==> src/rtl/word_frame_packer_if.sv <==
// Handshake bundle for word_frame_packer: 10-bit word stream in, packed frame out.
// The packer uses the slave modport; the word source and frame consumer use master.
interface word_frame_packer_if #(
  parameter int WORD_W  = 10,
  parameter int N_WORDS = 48,
  parameter int CNT_W   = 6
);
  logic                      in_valid;
  logic                      in_ready;
  logic [WORD_W-1:0]         in_data;
  logic                      in_last;
  logic                      out_valid;
  logic                      out_ready;
  logic [WORD_W*N_WORDS-1:0] out_data;
  logic [CNT_W-1:0]          out_count;
  logic [WORD_W-1:0]         out_prod;

  modport master (
    output in_valid, in_data, in_last, out_ready,
    input  in_ready, out_valid, out_data, out_count, out_prod
  );

  modport slave (
    input  in_valid, in_data, in_last, out_ready,
    output in_ready, out_valid, out_data, out_count, out_prod
  );
endinterface

==> src/rtl/word_frame_packer.sv <==
// Serial-to-parallel frame builder: packs up to N_WORDS words into one wide frame
// and tracks the running modulo-2^WORD_W product and word count of the frame.
module word_frame_packer #(
  parameter int WORD_W  = 10,
  parameter int N_WORDS = 48,
  parameter int CNT_W   = 6
) (
  input logic                clk,
  input logic                rst_n,
  word_frame_packer_if.slave bus
);

  typedef enum logic [0:0] {
    FILL = 1'b0,
    HOLD = 1'b1
  } state_t;

  state_t                    state_r;
  state_t                    state_s;
  logic                      ready_r;
  logic                      valid_r;
  logic                      ready_s;
  logic                      valid_s;
  logic [CNT_W-1:0]          cnt_r;
  logic [WORD_W*N_WORDS-1:0] data_r;
  logic [WORD_W-1:0]         prod_r;
  logic                      accept_s;
  logic                      last_word_s;
  logic                      release_s;

  // Full-width product, keeping only the low WORD_W bits.
  function automatic logic [WORD_W-1:0] mul_trunc(
    input logic [WORD_W-1:0] a,
    input logic [WORD_W-1:0] b
  );
    logic [2*WORD_W-1:0] p;
    p = {{WORD_W{1'b0}}, a} * {{WORD_W{1'b0}}, b};
    return p[WORD_W-1:0];
  endfunction

  assign accept_s    = bus.in_valid && ready_r;
  assign last_word_s = (cnt_r == CNT_W'(N_WORDS - 1)) || bus.in_last;
  assign release_s   = valid_r && bus.out_ready;

  // State register.
  always_ff @(posedge clk or negedge rst_n) begin
    if (!rst_n) begin
      state_r <= FILL;
    end else begin
      state_r <= state_s;
    end
  end

  // Next-state decode.
  always_comb begin
    state_s = state_r;
    case (state_r)
      FILL: begin
        if (accept_s && last_word_s) begin
          state_s = HOLD;
        end else begin
          state_s = FILL;
        end
      end
      HOLD: begin
        if (bus.out_ready) begin
          state_s = FILL;
        end else begin
          state_s = HOLD;
        end
      end
      default: state_s = FILL;
    endcase
  end

  // Handshake flags are decoded from the next state so the registered copies track the FSM.
  always_comb begin
    ready_s = 1'b0;
    valid_s = 1'b0;
    case (state_s)
      FILL:    ready_s = 1'b1;
      HOLD:    valid_s = 1'b1;
      default: begin
        ready_s = 1'b0;
        valid_s = 1'b0;
      end
    endcase
  end

  // Registered handshake flags; both low while reset is held.
  always_ff @(posedge clk or negedge rst_n) begin
    if (!rst_n) begin
      ready_r <= 1'b0;
      valid_r <= 1'b0;
    end else begin
      ready_r <= ready_s;
      valid_r <= valid_s;
    end
  end

  // Frame datapath: slot write, running product and word count; cleared on hand-off.
  always_ff @(posedge clk or negedge rst_n) begin
    if (!rst_n) begin
      cnt_r  <= {CNT_W{1'b0}};
      data_r <= {(WORD_W*N_WORDS){1'b0}};
      prod_r <= WORD_W'(1);
    end else if (release_s) begin
      cnt_r  <= {CNT_W{1'b0}};
      data_r <= {(WORD_W*N_WORDS){1'b0}};
      prod_r <= WORD_W'(1);
    end else if (accept_s) begin
      for (int k = 0; k < N_WORDS; k++) begin
        if (cnt_r == CNT_W'(k)) begin
          data_r[k*WORD_W +: WORD_W] <= bus.in_data;
        end
      end
      cnt_r  <= cnt_r + CNT_W'(1);
      prod_r <= mul_trunc(prod_r, bus.in_data);
    end
  end

  assign bus.in_ready  = ready_r;
  assign bus.out_valid = valid_r;
  assign bus.out_data  = data_r;
  assign bus.out_count = cnt_r;
  assign bus.out_prod  = prod_r;

endmodule

==> src/flat_wrapper.sv <==
// flat-port wrapper written by rule: the top's interface ports become plain ports
module word_frame_packer_flat 
#(
  parameter int WORD_W  = 10,
  parameter int N_WORDS = 48,
  parameter int CNT_W   = 6
)
  (clk, rst_n, bus_in_valid, bus_in_data, bus_in_last, bus_out_ready, bus_in_ready, bus_out_valid, bus_out_data, bus_out_count, bus_out_prod);
  word_frame_packer_if #(.WORD_W(WORD_W), .N_WORDS(N_WORDS), .CNT_W(CNT_W)) bus_i ();
  input logic clk;
  input logic rst_n;
  input wire logic [$bits(bus_i.in_valid)-1:0] bus_in_valid;
  input wire logic [$bits(bus_i.in_data)-1:0] bus_in_data;
  input wire logic [$bits(bus_i.in_last)-1:0] bus_in_last;
  input wire logic [$bits(bus_i.out_ready)-1:0] bus_out_ready;
  output wire logic [$bits(bus_i.in_ready)-1:0] bus_in_ready;
  output wire logic [$bits(bus_i.out_valid)-1:0] bus_out_valid;
  output wire logic [$bits(bus_i.out_data)-1:0] bus_out_data;
  output wire logic [$bits(bus_i.out_count)-1:0] bus_out_count;
  output wire logic [$bits(bus_i.out_prod)-1:0] bus_out_prod;
  assign bus_i.in_valid = bus_in_valid;
  assign bus_i.in_data = bus_in_data;
  assign bus_i.in_last = bus_in_last;
  assign bus_i.out_ready = bus_out_ready;
  assign bus_in_ready = bus_i.in_ready;
  assign bus_out_valid = bus_i.out_valid;
  assign bus_out_data = bus_i.out_data;
  assign bus_out_count = bus_i.out_count;
  assign bus_out_prod = bus_i.out_prod;
  word_frame_packer #(.WORD_W(WORD_W), .N_WORDS(N_WORDS), .CNT_W(CNT_W)) u_core (.clk(clk), .rst_n(rst_n), .bus(bus_i));
endmodule
==> config.mk <==
export PLATFORM = sky130hd
export DESIGN_NAME = word_frame_packer_flat
export DESIGN_NICKNAME = d
export VERILOG_FILES = /design/src/rtl/word_frame_packer_if.sv /design/src/rtl/word_frame_packer.sv /design/src/flat_wrapper.sv
export SDC_FILE = /design/constraint.sdc
export NUM_CORES = 1
export LEC_CHECK = 0
export CAP_MARGIN = 20
export CORE_ASPECT_RATIO = 0.75
export CORE_MARGIN = 5
export CORE_UTILIZATION = 51
export DETAILED_ROUTE_END_ITERATION = 10
export PLACE_DENSITY = 0.78
export SYNTH_ARGS = -nofsm -noshare
export SYNTH_HDL_FRONTEND = slang
export SYNTH_SLANG_ARGS = --single-unit
==> constraint.sdc <==
create_clock -name clk -period 6.13 [get_ports clk]
set_input_delay 0.9195 -clock clk [delete_from_list [all_inputs] [get_ports clk]]
set_output_delay 0.9195 -clock clk [all_outputs]
set_load 0.03 [all_outputs]
==> impl_metrics.yaml, run 1 <==
pwr:
  p_leak_uw: 0.0129
  comb_power_share_pct: 28.6
  p_sw_share_pct: 34.0
  clockPowerShare_pct: 32.2
  seqPwrFrac_pct: 39.2
  ir_drop_mv: 0.309
  power.internal_uw: 6170
  power_density_nw_per_um2: 321
  power.switching_uw: 3180
critical_path:
  critical_path.max_fanout: 15
  crit_arrival_ns: 5.40
  cp-start-kind: "primary input"
  path_class: "in2reg"
  critPathRequiredTime_ns: 6.62
  cp-end-kind: "flop"
clock_network:
  clk_latency_ns: 0.57
  clk_pin_slew_ns: 0.06
  cts_buffers: 48
  post_cts_buffers: 0
  cts_tree: "yes"
  clock_sinks: 498
  cts_max_level: 2
  cts-root-buf: "clkbuf_16"
  cts_max_path_buffers: 3
  cts_resized: 0
  hold_buffers: 0
cells_and_area:
  ff_latch_area_sq_um: 12500
  syn_to_final_growth_pct: 31.8
  nFillCells: 3236
  final_core_util_pct: 67.6
  design_area_sq_um: 29100
  drive_gt1_share_pct: 6.48
  nets: 2577
  multiInputGateArea_sq_um: 8880
global_routing:
  grt_max_degree: 223
  antenna_found_initial: 2
  overflow: 0
  grt_pass1_vias: 17300
  grt_first_pass_wirelength_um: 112000
  grt_use_total_pct: 30.3
placed_design:
  gp_congestion: 0.828
  io_buffer_count: 512
  dpl_cell_area_sq_um: 27500
  dpl.hpwl_um: 48700
die:
  boundaryPins: 513
  die_y_um: 190
  core-area_sq_um: 43000
  die_x_um: 250
  die_area_sq_um: 47600
  fp-row-count: 66
  start_util_pct: 51.3
detailed_routing:
  drcViolationCount: 0
  drtAntennaViolNets: 0
  dr_total_vias: 17300
  wl_um: 73900
  drtPass1Iterations: 5
  wl_per_cell_um: 23.6
  drtIter0Drc: 1392
  vias_per_cell: 5.52
sta:
  fin_crit_sh_pct: 80.1
  final.setup.tns_ns: 0
  holdWs_ns: 0.422
  worstMarginPinSlew_ns: 1.19
  rsz0062_at_grt: "no"
  slew_headroom_pct: 20.5
  finalHoldViolCount: 0
  fin_skew_ns: 0.0208
  fin_crit_ns: 4.91
  setup_viol: 0
  finalMaxSlewViolations: 0
  clock.fmax_mhz: 204
synth:
  synthTopCellsByCount: "dfrtp_1, nand2_1, nor2_1"
  netlist_instances: 2071
  ys_types: 43
  synth_area_sq_um: 22100
  synth-async-reset-ratio_pct: 100
  synth_most_common_cell: "dfrtp_1"
  syn_avg_cell_area_sq_um: 10.7
  synth_area_leaders: "dfrtp_1, mux2i_1, nand2_1"
  synth_nets: 2136
  synth_top_area_cell: "dfrtp_1"
  synth-edff-count: 0
  synth_top_area_share_pct: 56.4
  synthFlopType: "dfrtp_1"
  yosysWarnings: 0
  ys_ff_latch: 498
  seq_area_frac_synth_pct: 56.5
run_status:
  status: "finished, final reports clean"
run:
  maxCapViolCount: 0
hold_path:
  hold_class: "in2async"
## power groups by stage
| stage | combinational [uW] | sequential, uW | clock (uW) |
|---|---|---|---|
| CTS | 2680 | 3660 | 3040 |
| finish | 2670 | 3660 | 3010 |
| floorplan | 1520 | 3980 | 0 |
| global route | 2940 | 3680 | 3200 |
| global placement | 2650 | 3710 | 0 |
| detailed placement | 2660 | 3720 | 0 |
## flip-flops by register name (all words and copies together), names as in the netlist
signal,cells
u_core.bus.out_data,480
u_core.bus.out_prod,10
u_core.bus.out_count,6
u_core.bus.in_ready,1
u_core.state_r,1
## routing by layer
layer  up-vias  part of all wire, %  global-route usage (%)
met5         -                0.019                       0
li1       7642                    -                       -
met3       154                  9.1                    8.39
met4         2                  3.2                    8.75
met2       735                   45                    46.6
met1      8740                   43                    42.7
## kinds of logic after synthesis
group           Yosys count  share of synthesized area [%]
simple gates            815                           16.7
flops                   498                           56.5
mux                     320                           14.5
compound gates          193                           4.43
buf+inv                 172                           3.28
fa+ha+maj                50                           3.58
xor+xnor                 23                           1.04
## layout make-up
type                       instances  share of cell area, %
timing repair buffer             534                   18.3
clock inverter                     9                  0.392
inverter                          29                  0.374
sequential                       498                   42.9
antenna                            1                0.00861
tap                              578                   2.49
multi-input combinational       1401                   30.5
clock buffer                      77                   5.06
## worst max-delay path, cell delays in order
cell     delay, ns
buf_2         0.38
nand2_1       0.15
fa_1          0.55
inv_1         0.05
fa_1          0.44
ha_1          0.32
fa_1          0.54
inv_1         0.05
fa_1          0.53
inv_1         0.05
ha_1          0.22
or4_1         0.52
a31oi_1       0.29
xnor2_1       0.16
nand2_1       0.07
a21oi_1       0.15
## placed cells by master (no fill, tap or decap), types with 6 or more instances in the layout
cell type	synthesis	routed
and2_1	22	21
o21ai_0	15	15
buf_2	11	10
buf_4	2	16
ha_1	28	28
clkbuf_1	109	15
nor2_8	15	15
inv_1	29	29
nand2_1	361	361
clkbuf_16	0	50
dfrtp_1	497	497
xor2_1	7	7
nand3_1	25	25
fa_1	22	22
a21oi_1	173	173
nor2_2	8	8
clkdlybuf4s50_1	0	501
nand2_2	6	6
nor2_1	330	330
nor2_4	22	22
xnor2_1	14	14
mux2i_1	320	320
clkbuf_8	0	12
## final timing paths
kind | start | end | slack [ns] | depth (start not counted)
min in group clk | u_core.bus.out_data[52] | u_core.bus.out_data[52] | 0.52 | 2
min reg2reg | u_core.bus.out_data[52] | u_core.bus.out_data[52] | 0.52 | 2
max reg2reg | u_core.bus.out_prod[2] | u_core.bus.out_prod[9] | 1.38 | 17
max | bus_in_data[3] | u_core.bus.out_prod[9] | 1.22 | 16
min | rst_n | u_core.bus.out_data[193] | 0.42 | 1
max in group asynchronous | rst_n | u_core.bus.out_data[32] | 4.24 | 2
## per-stage QoR
step	power [uW]	worst slack, ns	std cells
after global placement	6350	0.660	3039
after detailed placement	6380	0.668	3039
after global routing	9820	1.00	3127
after CTS	9380	1.25	3125
after floorplan	5500	0.830	2071
final	9340	1.22	3127
(Power assumes the default switching activity.)
==> run 2, diff against run 1 <==
clock period = 4.6 ns   (was 6.13 ns; I/O delays follow)
==> impl_metrics.yaml, run 2 (synthesis gave the netlist of run 1 again) <==
die:
  die_area_sq_um: 47600
  core-area_sq_um: 43000
  die_x_um: 250
  start_util_pct: 51.3
  fp-row-count: 66
  die_y_um: 190
  boundaryPins: 513
sta:
  worstMarginPinSlew_ns: 1.05
  fin_crit_sh_pct: 96.4
  slew_headroom_pct: 30.0
  clock.fmax_mhz: 225
  fin_crit_ns: 4.44
  finalHoldViolCount: 0
  setup_viol: 0
  fin_skew_ns: 0.0210
  rsz0062_at_grt: "no"
  finalMaxSlewViolations: 0
  layout_setup_ws_ns: 0.164
  holdWs_ns: 0.217
clock_network:
  clk_pin_slew_ns: 0.07
  cts_max_path_buffers: 3
  clock_sinks: 498
  hold_buffers: 0
  clk_latency_ns: 0.57
  cts-root-buf: "clkbuf_16"
  cts_buffers: 49
  cts_tree: "yes"
  cts_max_level: 2
placed_design:
  preCtsSetupSlack_ns: -0.291
  gp_congestion: 0.886
  io_buffer_count: 512
  dpl.hpwl_um: 50000
  dpl_cell_area_sq_um: 27700
pwr:
  seqPwrFrac_pct: 37.9
  clockPowerShare_pct: 31.9
  p_sw_share_pct: 34.2
  comb_power_share_pct: 30.1
  power.internal_uw: 8410
  p_leak_uw: 0.0131
  power_density_nw_per_um2: 435
  ir_drop_mv: 0.354
  power.switching_uw: 4360
critical_path:
  cp_top_family: "adder cells"
  slowest_delay_ns: 0.54
  cpMostUsedCell: "fa_1"
  crit_arrival_ns: 4.91
  reg2reg_slack_ns: 0.16
  rr_endpoint: "u_core.bus.out_prod[9]"
  crit_start: "u_core.bus.out_prod[5]"
  worst-path-buf-inv: 3
  regToRegStartpoint: "u_core.bus.out_prod[5]"
  path_cells: "nand2_2 -> fa_1 -> inv_1 -> fa_1 -> ha_1 -> fa_1 -> inv_1 -> fa_1 -> inv_1 -> ha_2 -> or4_1 -> a31oi_2 -> xnor2_1 -> nand2_1 -> a21oi_1"
  cp-start-kind: "flop"
  path_class: "reg2reg"
  critical_path.max_fanout: 7
  reg2regPathDepth: 15
  crit_cells: 15
  cp-end-kind: "flop"
  critPathRequiredTime_ns: 5.07
  slowest_stage: "or4_1"
cells_and_area:
  final_cell_mix: "clkdlybuf4s50_1, dfrtp_1, nand2_1"
  final_core_util_pct: 68.3
  ff_latch_area_sq_um: 12500
  syn_to_final_growth_pct: 33.2
  largest_reg_flops: 480
  nets: 2599
  nFillCells: 3217
  final_common_cell: "clkdlybuf4s50_1"
  design_area_sq_um: 29400
  multiInputGateArea_sq_um: 8920
  drive_gt1_share_pct: 7.74
global_routing:
  use_met3_pct: 9.38
  use_met2_pct: 46.6
  antenna_found_initial: 9
  grt_first_pass_wirelength_um: 112000
  grt_max_degree: 114
  overflow: 0
  grt_use_total_pct: 30.5
  grt_pass1_vias: 17700
  grt_use_met1_pct: 41.5
  grt_busiest_layer: "met2"
run_status:
  status: "finished, final reports clean"
detailed_routing:
  vias_per_cell: 5.54
  wl_per_cell_um: 23.6
  wl_um: 74400
  dr_total_vias: 17500
  drtPass1Iterations: 6
  drcViolationCount: 0
  drtAntennaViolNets: 0
  drtIter0Drc: 1365
run:
  maxCapViolCount: 0
hold_path:
  hold_class: "in2async"
-- run 2: worst reg2reg max path, delay by kind of cell, from the launching register on --
kind / cells / cell delay [ns]
XOR/XNOR: 1 / 0.14
adder cells (fa/ha/maj): 6 / 2.47
buffers and inverters: 3 / 0.15
flip-flops: 1 / 0.50
AO/OA/AOI/OAI: 2 / 0.37
AND/OR/NAND/NOR: 3 / 0.70
-- run 2: final cells by class --
class	instances	area share, %
inverters	29	0.371
flip-flops and latches	498	42.4
multi-input cells	1401	30.4
clock buffers	72	4.78
diodes	6	0.0511
clock inverters	17	0.690
well taps	578	2.46
repair buffers	555	18.9
-- run 2: timing repair --
item	in CTS	in global routing
hold endpoints to repair	0	0
endpoints found under the setup margin	0	1
buffers inserted	0	1
gates resized for setup	0	3
-- run 2: through the flow --
| stage | cells | total power, uW | TNS, ns |
|---|---|---|---|
| finish | 3156 | 12800 | 0 |
| global route | 3154 | 13400 | 0 |
| CTS | 3149 | 12800 | 0 |
| detailed placement | 3060 | 8700 | -0.349 |
| global placement | 3060 | 8630 | -0.237 |
| floorplan | 2071 | 7360 | 0 |
-- run 2: power groups by stage --
stage          clock [uW]  sequential, uW  combinational, uW
2_1_floorplan           0            5310               2050
3_3_place_gp            0            4910               3720
3_5_place_dp            0            4920               3780
4_1_cts              4120            4840               3800
5_1_grt              4310            4870               4170
6_report             4080            4840               3850
-- run 2: how the worst max path moves through the flow --
| stage | end | slack [ns] |
|---|---|---|
| 2_1_floorplan | u_core.bus.out_prod[9] | 0.002 |
| 3_3_place_gp | u_core.bus.out_prod[9] | -0.24 |
| 3_5_place_dp | u_core.bus.out_prod[9] | -0.29 |
| 4_1_cts | u_core.bus.out_prod[9] | 0.06 |
| 5_1_grt | u_core.bus.out_prod[9] | 0.02 |
| 6_report | u_core.bus.out_prod[9] | 0.16 |
-- run 2: layer usage --
layer	share of wire, %	wire (um)
met1	41	30600
met2	45	33800
met3	9.4	6980
met4	4.0	2970
met5	0.069	51
==> run 3, diff against run 2 <==
SKIP_CTS_REPAIR_TIMING = 1   (was not set)
==> results of run 3 <==
No change in the layout: final DEF, timing and power equal those of run 2.
